**config.mk**
```make
export PLATFORM = sky130hd
export DESIGN_NAME = riscv_fetch_align
export DESIGN_NICKNAME = d
export VERILOG_FILES = /design/src/rtl/riscv_fetch_pkg.sv /design/src/rtl/riscv_hw_buffer.sv /design/src/rtl/riscv_fetch_align.sv
export SDC_FILE = /design/constraint.sdc
export NUM_CORES = 1
export LEC_CHECK = 0
export CORE_MARGIN = 2
export CORE_UTILIZATION = 52
export DETAILED_ROUTE_END_ITERATION = 6
export PLACE_DENSITY = 0.91
export SYNTH_ARGS = -nofsm -noshare
export SYNTH_HDL_FRONTEND = slang
export SYNTH_HIERARCHICAL = 1
export SYNTH_SLANG_ARGS = --single-unit
```
**constraint.sdc**
```tcl
create_clock -name clk -period 5.8 [get_ports clk]
set_clock_uncertainty 0.2 [all_clocks]
set_input_delay 1.16 -clock clk [delete_from_list [all_inputs] [get_ports clk]]
set_output_delay 1.16 -clock clk [all_outputs]
set_load 0.1 [all_outputs]
```
**src/rtl/riscv_fetch_pkg.sv**
```systemverilog
// Shared types and helpers for the RV32IC fetch alignment stage.
package riscv_fetch_pkg;

  localparam int HW_BUF_DEPTH = 4;

  typedef logic [15:0] halfword_t;

  typedef enum logic {
    RUN     = 1'b0,
    SKIP_LO = 1'b1
  } fetch_align_state_e;

  // A halfword starts a 16-bit instruction unless its two LSBs are both set.
  function automatic logic is_compressed(input halfword_t hw);
    return hw[1:0] != 2'b11;
  endfunction

endpackage

```
**src/rtl/riscv_hw_buffer.sv**
```systemverilog
// Four-entry halfword circular FIFO; can take 1 or 2 halfwords and release 1 or 2 per cycle.
module riscv_hw_buffer
  import riscv_fetch_pkg::*;
(
  input  logic      clk,
  input  logic      reset,
  input  logic      clear,
  input  logic      push1,
  input  logic      push2,
  input  halfword_t wr_hw0,
  input  halfword_t wr_hw1,
  input  logic      pop1,
  input  logic      pop2,
  output halfword_t head0,
  output halfword_t head1,
  output logic [2:0] count
);

  halfword_t  mem [HW_BUF_DEPTH];
  logic [1:0] wr_ptr;
  logic [1:0] rd_ptr;
  logic [1:0] wr_nxt;
  logic [1:0] rd_nxt;
  logic [2:0] push_n;
  logic [2:0] pop_n;

  assign wr_nxt = wr_ptr + 2'd1;
  assign rd_nxt = rd_ptr + 2'd1;
  assign push_n = {1'b0, push2, push1};
  assign pop_n  = {1'b0, pop2, pop1};

  assign head0 = mem[rd_ptr];
  assign head1 = mem[rd_nxt];

  always_ff @(posedge clk or posedge reset) begin
    if (reset) begin
      wr_ptr <= 2'd0;
      rd_ptr <= 2'd0;
      count  <= 3'd0;
    end else if (clear) begin
      wr_ptr <= 2'd0;
      rd_ptr <= 2'd0;
      count  <= 3'd0;
    end else begin
      wr_ptr <= wr_ptr + push_n[1:0];
      rd_ptr <= rd_ptr + pop_n[1:0];
      count  <= count + push_n - pop_n;
    end
  end

  // Storage is not reset: entries are only observed once count covers them.
  always_ff @(posedge clk) begin
    if (!clear && (push1 || push2)) begin
      mem[wr_ptr] <= wr_hw0;
    end
    if (!clear && push2) begin
      mem[wr_nxt] <= wr_hw1;
    end
  end

endmodule

```
**src/rtl/riscv_fetch_align.sv**
```systemverilog
// RV32IC fetch alignment: splits fetch words into halfwords and presents whole instructions.
// Optional macro RISCV_FETCH_ALIGN_PERF_EN adds compressed / full-length pop counters.
module riscv_fetch_align
  import riscv_fetch_pkg::*;
#(
  parameter int              XLEN     = 32,
  parameter logic [XLEN-1:0] RESET_PC = 32'h8000_0000
) (
  input  logic            clk,
  input  logic            reset,
  input  logic            flush_i,
  input  logic [XLEN-1:0] flush_pc_i,
  input  logic            fetch_valid_i,
  output logic            fetch_ready_o,
  input  logic [31:0]     fetch_data_i,
  output logic            instr_valid_o,
  input  logic            instr_ready_i,
  output logic [31:0]     instr_o,
  output logic [XLEN-1:0] instr_pc_o,
  output logic            instr_compressed_o
`ifdef RISCV_FETCH_ALIGN_PERF_EN
  ,
  output logic [31:0]     perf_rvc_cnt_o,
  output logic [31:0]     perf_rvi_cnt_o
`endif
);

  fetch_align_state_e state_q;
  fetch_align_state_e state_d;
  logic [XLEN-1:0]    pc_q;
  logic [2:0]         count;
  halfword_t          head0;
  halfword_t          head1;
  logic               head_c;
  logic [2:0]         need;
  logic               push;
  logic               pop;
  logic               skip;
  logic [2:0]         pc_inc;

  assign fetch_ready_o = (count <= 3'd2);
  assign push          = fetch_valid_i && fetch_ready_o;
  assign skip          = (state_q == SKIP_LO);

  assign head_c        = is_compressed(head0);
  assign need          = head_c ? 3'd1 : 3'd2;
  assign instr_valid_o = (count >= need);
  assign pop           = instr_valid_o && instr_ready_i && !flush_i;
  assign pc_inc        = head_c ? 3'd2 : 3'd4;

  riscv_hw_buffer u_buf (
    .clk    (clk),
    .reset  (reset),
    .clear  (flush_i),
    .push1  (push && skip),
    .push2  (push && !skip),
    .wr_hw0 (skip ? fetch_data_i[31:16] : fetch_data_i[15:0]),
    .wr_hw1 (fetch_data_i[31:16]),
    .pop1   (pop && head_c),
    .pop2   (pop && !head_c),
    .head0  (head0),
    .head1  (head1),
    .count  (count)
  );

  // Outputs read 0 while nothing is presented, so stale storage never leaks out.
  assign instr_o            = !instr_valid_o ? 32'h0 :
                              head_c ? {16'h0, head0} : {head1, head0};
  assign instr_compressed_o = instr_valid_o && head_c;
  assign instr_pc_o         = pc_q;

  always_ff @(posedge clk or posedge reset) begin
    if (reset) begin
      state_q <= RUN;
    end else begin
      state_q <= state_d;
    end
  end

  always_comb begin
    state_d = state_q;
    if (flush_i) begin
      state_d = flush_pc_i[1] ? SKIP_LO : RUN;
    end else if (push && skip) begin
      state_d = RUN;
    end
  end

  always_ff @(posedge clk or posedge reset) begin
    if (reset) begin
      pc_q <= RESET_PC;
    end else if (flush_i) begin
      pc_q <= flush_pc_i;
    end else if (pop) begin
      pc_q <= pc_q + {{(XLEN-3){1'b0}}, pc_inc};
    end
  end

`ifdef RISCV_FETCH_ALIGN_PERF_EN
  // Redirects do not clear these; only reset does.
  always_ff @(posedge clk or posedge reset) begin
    if (reset) begin
      perf_rvc_cnt_o <= 32'd0;
      perf_rvi_cnt_o <= 32'd0;
    end else if (pop) begin
      if (head_c) begin
        perf_rvc_cnt_o <= perf_rvc_cnt_o + 32'd1;
      end else begin
        perf_rvi_cnt_o <= perf_rvi_cnt_o + 32'd1;
      end
    end
  end
`endif

endmodule

```
==> results.tsv <==
metric	value	unit
run status	completed	
ys async rst share	38.5	%
GR Layer Usage met2	45.5	%
met3 usage in global routing	4.96	%
# Post-CTS Setup Buffers	0	
Ant. Diodes	0	
critical path peak fanout	40	
footprint of the multi-input gates	3250	um^2
crit path launch	u_buf/rd_ptr[1]	
RSZ-0062 raised after global routing	false	
Die Span X	115	um
routing usage on met1	31.7	%
DR WL/cell	21.4	um
grt ovf	0	
Slew @ Worst Pin	1.30	ns
initial antenna violation count	0	
Setup TNS	0	ns
leakage power	0.00311	uW
die height	115	um
net count reported at finish	704	
initial DRC count	445	
Ys Warns	6	
vias in the first global route	5143	
RR Endpoint	u_buf/count[2]	
Post-synth EDFFs	64	
Syn Inst Count	507	
drt drc	0	
CP required	4.44	ns
GRT Total Usage	25.6	%
Yosys cell types	54	
via count	4846	
ANT nets after route	0	
peak supply drop	415	uV
num ports	136	
Final Non-Filler Cells	776	
Filler cells	820	
Synth Flop Type	edfxtp_1	
critical path data arrival time	3.79	ns
post-synthesis net count	586	
period utilization	88.8	%
Synth area leaders	edfxtp_1, dfrtp_1, mux2_2	
DRT Pass-1 Iters	5	
CTS tree	done	
busiest grt layer	met2	
pwr dens	485	nW/um^2
DP Wirelength	11.2	mm
clk buf depth	2	
H-Tree Depth	3	
cts repair resizes	0	
Register Area	2930	um^2
dpl cells	761	
Post-Syn Area per Cell	12.6	um^2
PortBufs	135	
kind of critical path	register to output pin	
final WL	16.6	mm
CTS Hold Buffers Added	0	
# Max-Cap Violations	0	
Via density	6.24	
Num CTS Buffers	9	
final core utilization	70.4	%
Worst setup endpoint	instr_o[18]	
leading cell type in the layout, fill and taps excluded	clkdlybuf4s50_1	
R2R Path Start	u_buf/rd_ptr[1]	
CP Launch Type	register	
reg2reg setup slack	0.80	ns
max-slew violation count	0	
die area	13200	um^2
R2R depth	13	
flops & latches, synth	104	
worst hold path type	register to register	
fmax	194	MHz
CTS sink count	104	
CTS clk-pin slew, worst paths	0.07	ns
CTS Root Cell	clkbuf_16	
clk_lat worst skew	0.35	ns
top library cells by usage in the layout, fill and taps aside	clkdlybuf4s50_1, mux2_2, edfxtp_1	
Hold Violations, Final	0	
Post-Syn Area	6410	um^2
Setup-failing EPs final	0	
Initial Utilization	53.4	%
Synth top area share	30.0	%
first-pass GRT wire length	26.1	mm
largest net degree at the start of global routing	46	
Site Rows	40	
cell type with the largest total area after synthesis	edfxtp_1	
P&R area growth vs syn	31.9	%
share of cells above drive strength 1	30.2	%
routability congestion estimate	0.836	
Core Area	12000	um^2
Worst setup EP type	output pin	
post-synthesis sequential area ratio	45.6	%
Slew headroom	13.5	%
post-route minimum period	5.15	ns
[synthesized netlist by cell type, types with 2 or more instances]
cell type	instances
inv_1	12
and3_1	23
xnor2_1	3
edfxtp_1	64
nor3_1	5
mux2_2	81
a21oi_1	2
dfrtp_1	39
mux4_2	32
nand3_1	11
a31oi_1	10
nor2_1	18
o21bai_1	2
buf_1	2
mux2i_1	3
or3_1	10
xor2_1	17
and4bb_2	2
nand4_1	18
ha_1	8
clkbuf_1	17
fa_1	2
nor2b_1	3
o21ai_0	30
and4_1	2
buf_2	9
and2_1	19
nand2_1	30
buf_6	8
[stage by stage]
| step | hold WS (ns) | setup WS, ns | total power (uW) | area (um^2) |
|---|---|---|---|---|
| finish | 0.314 | 0.650 | 4110 | 8460 |
| global route | 0.341 | 0.424 | 4250 | 8460 |
| CTS | 0.323 | 0.629 | 4120 | 8460 |
| detailed placement | 0.306 | 0.863 | 3480 | 8160 |
| global placement | 0.290 | 1.26 | 3430 | 8160 |
| floorplan | 0.368 | 0.378 | 2660 | 6410 |
[flip-flops by register name, indices dropped and copies added (netlist names)]
register	cells
instr_pc_o	32
skip	1
u_buf/count	3
u_buf/mem	64
u_buf/rd_ptr	2
u_buf/wr_ptr	2
[metal layers]
metal  up-vias  part of all wire [%]  wire length, um
met5         -                     0                0
met4         0                   1.4              234
met3        33                   8.8             1460
met2       268                    52             8590
met1      2382                    38             6290
li1       2163                     -                -
[report_power, final]
part	switching (uW)	internal, uW
Combinational	1640	874
Sequential	85.4	888
Clock	281	339
[cell families (layout without fill, tap and decap cells)]
group	Yosys count	in the layout	share of synthesized area, %
flops	104	104	45.6
mux	117	117	26.2
simple gates	154	154	13.9
fa+ha+maj	11	11	2.34
buf+inv	48	170	3.92
compound gates	51	51	4.66
xor+xnor	22	22	3.45
[worst max-delay path, stage by stage, from the launching register on]
cell and delay [ns]:
dfrtp_1 0.36, buf_4 0.41, mux4_2 0.42, and2_1 0.19
inv_1 0.17, ha_1 0.27, nand2b_1 0.16, a211o_1 0.79
and3_1 0.48, buf_12 0.18
[final cells by class]
type | count | area share, %
inverter | 12 | 0.533
clock inverter | 6 | 0.888
tap | 147 | 2.18
timing repair buffer | 143 | 20.7
clock buffer | 9 | 2.66
sequential | 104 | 34.6
multi-input combinational | 355 | 38.5
[how the worst min path moves through the flow]
stage / from / cells past startpoint / to / slack, ns
4_1_cts: instr_pc_o[0] / 1 / instr_pc_o[0] / 0.32
3_3_place_gp: instr_pc_o[0] / 1 / instr_pc_o[0] / 0.29
6_report: instr_pc_o[0] / 1 / instr_pc_o[0] / 0.31
2_1_floorplan: u_buf/rd_ptr[0] / 2 / u_buf/rd_ptr[0] / 0.37
3_5_place_dp: instr_pc_o[0] / 1 / instr_pc_o[0] / 0.31
5_1_grt: instr_pc_o[0] / 1 / instr_pc_o[0] / 0.34
Power figures use the tool's default switching activity.
